--- config.mk ---
export PLATFORM = sky130hd
export DESIGN_NAME = fp_accum_seq
export DESIGN_NICKNAME = d
export VERILOG_FILES = /design/src/rtl/fp_accum_seq_pkg.sv /design/src/rtl/fp_accum_seq.sv
export SDC_FILE = /design/constraint.sdc
export NUM_CORES = 1
export LEC_CHECK = 0
export CAP_MARGIN = 20
export CELL_PAD_IN_SITES_DETAIL_PLACEMENT = 1
export CELL_PAD_IN_SITES_GLOBAL_PLACEMENT = 1
export CORE_MARGIN = 3
export CORE_UTILIZATION = 28
export DETAILED_ROUTE_END_ITERATION = 16
export GPL_TIMING_DRIVEN = 0
export PLACE_DENSITY_LB_ADDON = 0.2
export SLEW_MARGIN = 0
export SYNTH_ARGS = -nofsm -noshare
export SYNTH_HDL_FRONTEND = slang
export SYNTH_SLANG_ARGS = --single-unit
--- constraint.sdc ---
create_clock -name clk -period 6.47 [get_ports clk]
set_input_delay 0.9705 -clock clk [delete_from_list [all_inputs] [get_ports clk]]
set_output_delay 0.9705 -clock clk [all_outputs]
set_load 0.1 [all_outputs]
--- src/rtl/fp_accum_seq_pkg.sv ---
// Shared constants, state encoding and accumulator-update helper for fp_accum_seq.
package fp_accum_seq_pkg;

    localparam logic [31:0] FP_QNAN = 32'h7FC0_0000;
    localparam logic [31:0] FP_ZERO = 32'h0000_0000;

    typedef enum logic [1:0] {
        ST_IDLE = 2'd0,
        ST_LOAD = 2'd1,
        ST_ACC  = 2'd2,
        ST_DONE = 2'd3
    } state_t;

    // Overflow poisons the running value with a quiet NaN; underflow flushes it to zero.
    function automatic logic [31:0] acc_merge(input logic [31:0] sum,
                                              input logic        ovf,
                                              input logic        unf);
        logic [31:0] r;
        r = sum;
        if (ovf)
            r = FP_QNAN;
        else if (unf)
            r = FP_ZERO;
        return r;
    endfunction

endpackage

--- src/rtl/fp_accum_seq.sv ---
// Purpose: sequences a binary32 operand stream through an external adder and returns one sum per job.
// Latency: one operand per cycle; out_valid rises the cycle after the last accepted operand (after start if len==0).
// Backpressure: in_ready only in LOAD/ACC; result held in DONE until out_ready, new starts ignored meanwhile.
module fp_accum_seq
    import fp_accum_seq_pkg::*;
#(
    parameter int CNT_W = 8
) (
    input  logic             clk,
    input  logic             rst,
    input  logic             start,
    input  logic [CNT_W-1:0] len,
    input  logic             sub_mode,
    input  logic             in_valid,
    output logic             in_ready,
    input  logic [31:0]      in_data,
    output logic [31:0]      add_a,
    output logic [31:0]      add_b,
    output logic             add_sel,
    input  logic [31:0]      add_s,
    input  logic             add_ovf,
    input  logic             add_unf,
    output logic             out_valid,
    input  logic             out_ready,
    output logic [31:0]      out_data,
    output logic             out_ovf,
    output logic             out_unf,
    output logic [CNT_W-1:0] out_count,
    output logic             busy
);

    state_t           state;
    logic [31:0]      acc_q;
    logic [CNT_W-1:0] len_q;
    logic             sub_q;
    logic [CNT_W-1:0] cnt_q;
    logic             ovf_q;
    logic             unf_q;
    logic             in_ready_q;
    logic             out_valid_q;
    logic             busy_q;

    logic             in_fire;
    logic [CNT_W-1:0] cnt_inc;

    assign in_fire = in_valid & in_ready_q;
    assign cnt_inc = cnt_q + CNT_W'(1);

    // The adder sees the running value and the live operand in every state.
    assign add_a   = acc_q;
    assign add_b   = in_data;
    assign add_sel = sub_q;

    assign in_ready  = in_ready_q;
    assign out_valid = out_valid_q;
    assign busy      = busy_q;
    assign out_data  = acc_q;
    assign out_count = cnt_q;
    assign out_ovf   = ovf_q;
    assign out_unf   = unf_q;

    always_ff @(posedge clk) begin
        if (rst) begin
            state       <= ST_IDLE;
            acc_q       <= FP_ZERO;
            len_q       <= '0;
            sub_q       <= 1'b0;
            cnt_q       <= '0;
            ovf_q       <= 1'b0;
            unf_q       <= 1'b0;
            in_ready_q  <= 1'b0;
            out_valid_q <= 1'b0;
            busy_q      <= 1'b0;
        end else begin
            case (state)
                ST_IDLE: begin
                    if (start) begin
                        len_q  <= len;
                        sub_q  <= sub_mode;
                        acc_q  <= FP_ZERO;
                        cnt_q  <= '0;
                        ovf_q  <= 1'b0;
                        unf_q  <= 1'b0;
                        busy_q <= 1'b1;
                        if (len == '0) begin
                            state       <= ST_DONE;
                            out_valid_q <= 1'b1;
                        end else begin
                            state      <= ST_LOAD;
                            in_ready_q <= 1'b1;
                        end
                    end
                end
                ST_LOAD: begin
                    // First operand seeds the accumulator without touching the adder.
                    if (in_fire) begin
                        acc_q <= in_data;
                        cnt_q <= CNT_W'(1);
                        if (len_q == CNT_W'(1)) begin
                            state       <= ST_DONE;
                            in_ready_q  <= 1'b0;
                            out_valid_q <= 1'b1;
                        end else begin
                            state <= ST_ACC;
                        end
                    end
                end
                ST_ACC: begin
                    if (in_fire) begin
                        acc_q <= acc_merge(add_s, add_ovf, add_unf);
                        cnt_q <= cnt_inc;
                        ovf_q <= ovf_q | add_ovf;
                        unf_q <= unf_q | add_unf;
                        if (add_ovf || (cnt_inc == len_q)) begin
                            state       <= ST_DONE;
                            in_ready_q  <= 1'b0;
                            out_valid_q <= 1'b1;
                        end
                    end
                end
                ST_DONE: begin
                    if (out_ready) begin
                        state       <= ST_IDLE;
                        out_valid_q <= 1'b0;
                        busy_q      <= 1'b0;
                    end
                end
                default: begin
                    state       <= ST_IDLE;
                    in_ready_q  <= 1'b0;
                    out_valid_q <= 1'b0;
                    busy_q      <= 1'b0;
                end
            endcase
        end
    end

endmodule

==> results of run 1 <==
## cells in the mapped netlist (3+ instances only)
master    count  area (µm²)
a31oi_1       3       18.77
nand2_1      54       202.7
o211ai_1      3       22.52
xor2_1        3       26.28
nor2_1       13       48.80
nand3b_1      3       22.52
xnor2_1       5       43.79
nand3_1       5       25.02
ha_1          6       75.07
dfxtp_1      56        1121
a22oi_1      33       247.7
and3_1        3       18.77
a21oi_1      52       260.3
buf_4        64       480.5
nor2b_1      11       68.82
clkbuf_1     19       71.32
inv_1         7       26.28
o21ai_0      17       85.08
## layout by cell type (no fill, tap or decap), drive strengths merged, types with 4 or more instances in the layout
| master | instances |
|---|---|
| nor2b | 11 |
| ha | 6 |
| clkdlybuf4s50 | 188 |
| clkbuf | 28 |
| buf | 66 |
| nor2 | 13 |
| nand2 | 54 |
| xnor2 | 5 |
| dfxtp | 56 |
| and3 | 4 |
| a21oi | 52 |
| o21ai | 17 |
| inv | 7 |
| a22oi | 33 |
| nand3 | 6 |
## tightest hold or removal path, stage by stage (launching register included)
cell	delay, ps
dfxtp_1	320
nand2_1	50
a21oi_1	60
## registers in the layout, summed over array words and instances, names as in the netlist
signal	cells
out_valid	1
out_unf	1
in_ready	1
len_q	8
add_a	32
add_sel	1
busy	1
out_ovf	1
state	2
out_count	8
## where the power goes
part | switching [µW] | internal, µW
clock | 128 | 155
sequential | 35.5 | 381
combinational | 584 | 238
## how the worst max path moves through the flow
stage / start / to / slack [ps] / depth (start not counted)
after floorplan: out_count[0] / state[0] / 3410 / 7
after global placement: in_data[0] / add_b[0] / 2740 / 3
after detailed placement: in_data[4] / add_b[4] / 2730 / 3
after CTS: in_data[0] / add_b[0] / 2730 / 3
after global routing: in_data[0] / add_b[0] / 2700 / 3
final: in_data[0] / add_b[0] / 2730 / 3
## stage by stage
| stage | hold WS [ps] | util (%) | area (µm²) | setup WS [ps] | total power [µW] |
|---|---|---|---|---|---|
| detailed placement | 461.6 | 47.90 | 5284 | 2732 | 1247 |
| global route | 500.1 | 49.26 | 5434 | 2697 | 1591 |
| floorplan | 457.8 | - | 3227 | 3406 | 1008 |
| CTS | 474.2 | 49.26 | 5434 | 2729 | 1533 |
| finish | 472.9 | 49.26 | 5434 | 2727 | 1521 |
| global placement | 449.7 | 47.90 | 5284 | 2736 | 1231 |
## kinds of logic after synthesis
kind of cell / count (synthesis) / synth area share [%]
compound gates: 126 / 24.78
xor+xnor: 8 / 2.171
fa+ha+maj: 6 / 2.326
buf+inv: 94 / 18.96
flops: 56 / 34.74
mux: 1 / 0.3102
simple gates: 109 / 16.71
## final cells by class
cell class | instances | area [µm²] | area share [%]
clock buffer | 7 | 142.6 | 2.625
multi-input combinational | 250 | 1494 | 27.49
tap | 140 | 175.2 | 3.224
clock inverter | 1 | 7.507 | 0.1382
timing repair buffer | 188 | 1882 | 34.63
sequential | 56 | 1121 | 20.63
buffer | 87 | 585.6 | 10.78
inverter | 7 | 26.28 | 0.4835
## per-layer routing
| metal | GRT usage [%] | part of all wire [%] | vias up |
|---|---|---|---|
| met5 | 0 | 0 | - |
| met3 | 5.134 | 5.7 | 13 |
| li1 | - | - | 1724 |
| met1 | 22.69 | 41 | 1727 |
| met2 | 36.18 | 52 | 110 |
| met4 | 4.407 | 1.6 | 0 |
==> metrics.txt, run 1 <==
#FFs+latches synth=56; critical path class=in2out; setup bufs post-CTS=0; Num CTS Buffers=5; TNS Setup=0 ps; power density cells=approximately 280 nW/µm²; DRT antenna net count=0; Final setup violation count=0; Port Buf Inserts=188; DRT Pass-1 Iters=4; CP Capture Type=output port; sequential share of the synthesized area=between 30% and 40%; Via Count=3574; worst r2r src=state[0]; drt drc=0; CP max FO=2; Worst Path Arrival=2770 ps; initial drt markers=about 120; Final Max Tran Viols=0; final hold violation count=0; RSZ-0062 raised after global routing=false; clock-pin slew on the worst setup and hold paths=roughly 80 ps; first-pass GRT wire length=20250 µm; clock tree buffer depth=2; CTS tree=done; Peak supply drop=around 0.18 mV; Fillers=1340; asr flop ratio synth=0%; pin slew with the least headroom to its limit=between 1000 and 1500 ps; hold endpoint=add_sel; most used cell, CP=clkdlybuf4s50_1; Max Cap Viol=0; total core area=11030 µm²; initial antenna violation count=0; largest net degree at the start of global routing=17; Final Non-Filler Cells=roughly 740; Tmin final=around 3700 ps; Worst Hold Depth=2; gpl congestion=around 0.81; initial core utilization=between 20% and 30%; status=complete, no violations; Max Clk Rate=267.2 MHz; crit-path max cell delay=1120 ps; Hold WC Path Type=reg2reg; Leakage=just over 0.002 µW; hold_sp=add_sel; EDFF count, synth=0; GRT Overall Usage=between 10% and 20%; CP bufs+invs=3; Chip Height=approximately 110 µm; CP cell instances=clkdlybuf4s50_1 > buf_4 > clkdlybuf4s50_1; # clock sinks=56; DRT Wirelength=between 10000 and 15000 µm; Synth cell types=between 50 and 60; Reg2Reg Capture Point=add_a[14]; Area Growth Syn to Fin=68.40%; Synth Warn #=0; drt via density=4.856; mapped cell area=between 3000 and 4000 µm²; WL per Instance=approximately 18 µm; Post-Synthesis Mean Instance Area=8.067 µm²; H-tree Lvls=2; clk root buf=clkbuf_16; CTS-repair resized insts=0; hpwl dp=about 11000 µm; Ant. Diodes=0; DIE AREA=approximately 13000 µm²; CTS Hold Bufs=0; Synth Instances=400; num ports=190; Period Utilization, post-route=around 58%; crit path launch type=primary input; Syn Nets=486; r2r worst-path depth=8; slowest library cell on the worst path=clkdlybuf4s50_1; Post-Place Cells=around 730; die width=between 100 and 150 µm; Clk Latency, worst-skew pair=roughly 290 ps; Max-slew headroom=roughly a third; Top delay family on crit path=buffers and inverters; Critical Path RT=between 5000 and 6000 ps; grt ovf=0; Nets=just under 700; number of global-route vias before repair=3928; Reg2Reg Setup Slack=between 3000 and 4000 ps; share of cells above drive strength 1=14.26%; # rows=38; Main synth FF type=dfxtp_1; Setup Skew=slightly above 7 ps
Note: power is estimated with default switching activity, not from simulation.
==> run 2, diff against run 1 <==
--- a/config.mk
+++ b/config.mk
@@ -9,7 +9,7 @@
 export CELL_PAD_IN_SITES_DETAIL_PLACEMENT = 1
 export CELL_PAD_IN_SITES_GLOBAL_PLACEMENT = 1
 export CORE_MARGIN = 3
-export CORE_UTILIZATION = 28
+export CORE_UTILIZATION = 26
 export DETAILED_ROUTE_END_ITERATION = 16
 export GPL_TIMING_DRIVEN = 0
 export PLACE_DENSITY_LB_ADDON = 0.2
==> constraint.sdc (replaced) <==
create_clock -name clk -period 3.6 [get_ports clk]
set_input_delay 0.54 -clock clk [delete_from_list [all_inputs] [get_ports clk]]
set_output_delay 0.54 -clock clk [all_outputs]
set_load 0.1 [all_outputs]
==> run 2 against run 1 <==
  * Non-clock buffer count unchanged
  * First-iteration DRC count grew 45%
  * Count of clock-buffer cells in the layout down 1
  * Total power increased by 77%
  * Critical path depth is 5 higher
  * Register-to-register slack got worse by 2900 ps
  * Worst hold slack worse by 26 ps
  * Combinational power increased by 79%
  * Final cell count up 3.7%
  * Critical endpoint is now add_a[19]
  * Largest cell class unchanged
  * Largest power group unchanged
  * Highest routed layer unchanged
==> metrics.txt, run 2 (synthesized netlist as in run 1, its figures left out) <==
status=complete, no violations; drt via density=between 4 and 5; CP endpoint=add_a[19]; CP Capture Type=register; RSZ-0062 raised after global routing=false; Hold WC Path Type=in2reg; Nets=between 600 and 700; initial core utilization=26.75%; critical path class=reg2reg; largest net degree at the start of global routing=16; Worst Path Arrival=~3200 ps; CTS-repair resized insts=0; die width=~120 µm; Period Utilization, post-route=between 80% and 90%; H-tree Lvls=2; Max-slew headroom=32.01%; num ports=190; post-layout util=45.21%; # clock sinks=between 50 and 60; initial drt markers=about 170; WL per Instance=between 15 and 20 µm; Chip Height=about 120 µm; Reg2Reg Capture Point=add_a[19]; Area after DPL=around 5300 µm²; Port Buf Inserts=188; r2r worst-path depth=8; pin slew with the least headroom to its limit=between 1000 and 1500 ps; Ant. Diodes=0; Max Cap Viol=0; Clk Latency, worst-skew pair=290 ps; Peak supply drop=0.2064 mV; power density cells=~490 nW/µm²; DRT Pass-1 Iters=4; grt ovf=0; Top delay family on crit path=simple AND/OR/NAND/NOR gates; CP bufs+invs=2; DRT Wirelength=between 10000 and 15000 µm; CP max FO=10; CTS tree=done; TNS Setup=0 ps; Leakage=0.002015 µW; GRT Overall Usage=a little under a fifth; total core area=12060 µm²; initial antenna violation count=0; slowest library cell on the worst path=nor4_1; gpl congestion=0.8164; CP cell instances=inv_1 > ha_1 > o2bb2ai_1 > nand3_1 > nor4_1 > clkbuf_1 > a22oi_1 > a21oi_1; design area=~5500 µm²; drt drc=0; Tmin final=roughly 3000 ps; Final Max Tran Viols=0; crit-path max cell delay=~870 ps; CTS Hold Bufs=0; most common library cell in the layout ignoring fill and taps=clkdlybuf4s50_1; Setup Skew=8.647 ps; Final setup violation count=0; Via Count=between 3000 and 4000; most frequent cells in the layout=clkdlybuf4s50_1 (188), buf_4 (64), dfxtp_1 (56); DRT antenna net count=0; # rows=40; share of cells above drive strength 1=14.12%; Reg2Reg Setup Slack=about 620 ps; clock tree buffer depth=2; DIE AREA=around 14000 µm²; first-pass GRT wire length=between 20000 and 25000 µm; CP Depth=8; number of global-route vias before repair=between 3000 and 4000; launch point of the worst path=state[0]; clk root buf=clkbuf_16; Area Growth Syn to Fin=68.98%; Num CTS Buffers=5; final hold violation count=0; worst r2r src=state[0]; Max Clk Rate=roughly 340 MHz; crit path launch type=register; clock-pin slew on the worst setup and hold paths=about 70 ps; hpwl dp=just over 10000 µm; Critical Path RT=between 3000 and 4000 ps; setup bufs post-CTS=0; max reg flops=32
## run 2: changes by cell type in the layout (fill, tap and decap cells not counted), sizes merged
cell	before	now
clkbuf	28	27
clkinvlp	1	0
clkinv	0	1
## run 2: power breakdown
part | internal [µW] | switching [µW] | leakage [µW]
combinational | 428 | 1040 | 0.00149
clock | 254 | 226 | 0.0000667
sequential | 684 | 62.3 | 0.000454
## run 2: metrics by stage
stage               worst slack, ps  hold slack [ps]  instances  total power, µW
floorplan                     535.8            457.8        400             1812
global placement              430.1            448.5        756             2216
detailed placement            418.0            457.2        756             2234
CTS                           575.2            441.7        763             2723
global route                  270.3            444.5        763             2838
finish                        620.4            446.4        763             2699
## run 2: final cells by class
type | count | area (µm²)
flip-flops and latches | 56 | 1121
repair buffers | 188 | 1882
clock inverters | 1 | 5.005
clock buffers | 6 | 128.9
well taps | 168 | 210.2
fillers | 1439 | 6609
multi-input cells | 250 | 1494
plain buffers | 87 | 585.6
inverters | 7 | 26.28
## run 2: worst reg2reg max path, cell delays in order, from the launching register on
cell and delay [ps]:
dfxtp_1 380, inv_1 130, ha_1 310, o2bb2ai_1 230, nand3_1 220, nor4_1 870, clkbuf_1 450, a22oi_1 130
a21oi_1 180
## run 2: worst min-delay path by stage
stage,slack (ps),depth (start not counted),endpoint,from
6_report,450,2,state[0],rst
5_1_grt,440,2,state[0],rst
4_1_cts,440,2,state[0],rst
3_5_place_dp,460,2,add_sel,add_sel
3_3_place_gp,450,2,add_sel,add_sel
2_1_floorplan,460,2,len_q[0],len_q[0]
## run 2: routing by layer
metal	vias up	part of all wire (%)	GRT usage (%)
met2	110	51	33.24
li1	1735	-	-
met3	10	5.2	4.581
met1	1708	42	21.45
met5	-	0	0
met4	0	1.1	3.739
==> run 3, diff against run 2 <==
==> constraint.sdc (replaced) <==
create_clock -name clk -period 3.1 [get_ports clk]
set_input_delay 0.465 -clock clk [delete_from_list [all_inputs] [get_ports clk]]
set_output_delay 0.465 -clock clk [all_outputs]
set_load 0.1 [all_outputs]
==> run 3 against run 2 <==
  * Non-clock buffer count stayed put
  * Register-to-register slack got worse by 260 ps
  * Design area grew 0.14%
  * Critical endpoint is now add_a[11]
  * Largest power group unchanged
==> metrics.txt, run 3 (synthesized netlist as in run 1, its figures left out) <==
Max Clk Rate=364.9 MHz; most common library cell in the layout ignoring fill and taps=clkdlybuf4s50_1; pin slew with the least headroom to its limit=between 1000 and 1500 ps; clk root buf=clkbuf_16; Final setup violation count=0; Clk Latency, worst-skew pair=between 200 and 300 ps; drt via density=approximately 4.7; RSZ-0062 raised after global routing=false; initial drt markers=approximately 170; Area Growth Syn to Fin=69.21%; GRT Overall Usage=18.16%; DRT antenna net count=0; grt ovf=0; die width=117.4 µm; H-tree Lvls=2; crit path launch type=register; Ant. Diodes=0; largest net degree at the start of global routing=16; # rows=40; hpwl dp=roughly 10000 µm; design area=approximately 5500 µm²; Tmin final=between 2000 and 3000 ps; DRT Pass-1 Iters=4; Via Count=between 3000 and 4000; Max-slew headroom=between 30% and 40%; status=complete, no violations; setup bufs post-CTS=0; CP max FO=10; Final Max Tran Viols=0; Hold WC Path Type=in2reg; Setup Skew=around 7.6 ps; num ports=190; drt drc=0; clock tree buffer depth=2; critical path class=reg2reg; power density cells=574.7 nW/µm²; Port Buf Inserts=~190; # clock sinks=56; total core area=between 10000 and 15000 µm²; initial antenna violation count=0; Peak supply drop=0.2380 mV; number of global-route vias before repair=approximately 3900; Nets=681; Max Cap Viol=0; initial core utilization=a little over a quarter; Chip Height=117.4 µm; post-layout util=45.27%; CP Capture Type=register; Num CTS Buffers=5; clock-pin slew on the worst setup and hold paths=approximately 70 ps; DRT Wirelength=12820 µm; Area after DPL=5319 µm²; most frequent cells in the layout=clkdlybuf4s50_1 (188), buf_4 (64), dfxtp_1 (56); final hold violation count=0; CTS tree=done; Critical Path RT=3320 ps; Period Utilization, post-route=between 80% and 90%; first-pass GRT wire length=20640 µm; share of cells above drive strength 1=14.45%; WL per Instance=approximately 17 µm; Leakage=0.002018 µW; Worst Path Arrival=about 3000 ps; gpl congestion=approximately 0.82; max reg flops=32; DIE AREA=~14000 µm²
==> run 3: cell count changes in the layout (fill, tap and decap cells not counted) <==
cell | previous run | this run
clkbuf_2 | 1 | 2
nor4_1 | 2 | 1
clkbuf_1 | 20 | 19
nor4_2 | 0 | 1
==> run 3: metal layers <==
layer  up-vias  track usage [%]  share of wire (%)
li1       1734                -                  -
met4         0            3.739                1.1
met2       110            33.24                 51
met5         -                0                  0
met3        10            4.581                5.3
met1      1707            21.45                 42
==> run 3: power breakdown <==
| group | internal [µW] | leakage [µW] | total, µW | switching (µW) |
|---|---|---|---|---|
| sequential | 794 | 0.000454 | 866 | 71.7 |
| clock | 295 | 0.0000667 | 558 | 262 |
| combinational | 497 | 0.00150 | 1710 | 1220 |
| total | 1590 | 0.00202 | 3140 | 1550 |
==> run 3: stage by stage <==
| step | TNS [ps] | setup slack (ps) | instances | hold WS (ps) | total power (µW) |
|---|---|---|---|---|---|
| after floorplan | 0 | 35.85 | 400 | 457.8 | 2104 |
| after global placement | 0 | 5.056 | 756 | 448.5 | 2573 |
| after detailed placement | -19.27 | -7.013 | 756 | 457.2 | 2594 |
| after CTS | 0 | 75.18 | 763 | 366.7 | 3162 |
| after global routing | 0 | 15.82 | 763 | 369.5 | 3298 |
| final | 0 | 359.9 | 763 | 371.6 | 3138 |
==> run 3: final cells by class <==
cell class              instances  area, µm²
flip-flops and latches         56       1121
fillers                      1436       6601
inverters                       7      26.28
clock buffers                   6      128.9
plain buffers                  87      586.8
multi-input cells             250       1500
repair buffers                188       1882
well taps                     168      210.2
clock inverters                 1      5.005
==> run 3: timing repair <==
action | CTS | global route
hold buffers | 0 | 0
resized for setup | 0 | 3
endpoints found under the setup margin | 0 | 21
==> run 3: final timing paths <==
kind              startpoint        end  slack (ps)  depth (start not counted)
setup / recovery    state[0]  add_a[11]         360                          9
hold / removal           rst   state[0]         370                          2
setup reg to reg    state[0]  add_a[11]         360                          9
hold reg to reg      add_sel    add_sel         470                          2
==> run 3: critical path, stage by stage, from the launching register on <==
cell and delay (ps):
dfxtp_1 370, inv_1 130, ha_1 310, o2bb2ai_1 230, and3_1 330, and3_1 190, clkbuf_1 400, clkbuf_1 450
nand2_1 120, a21oi_1 140
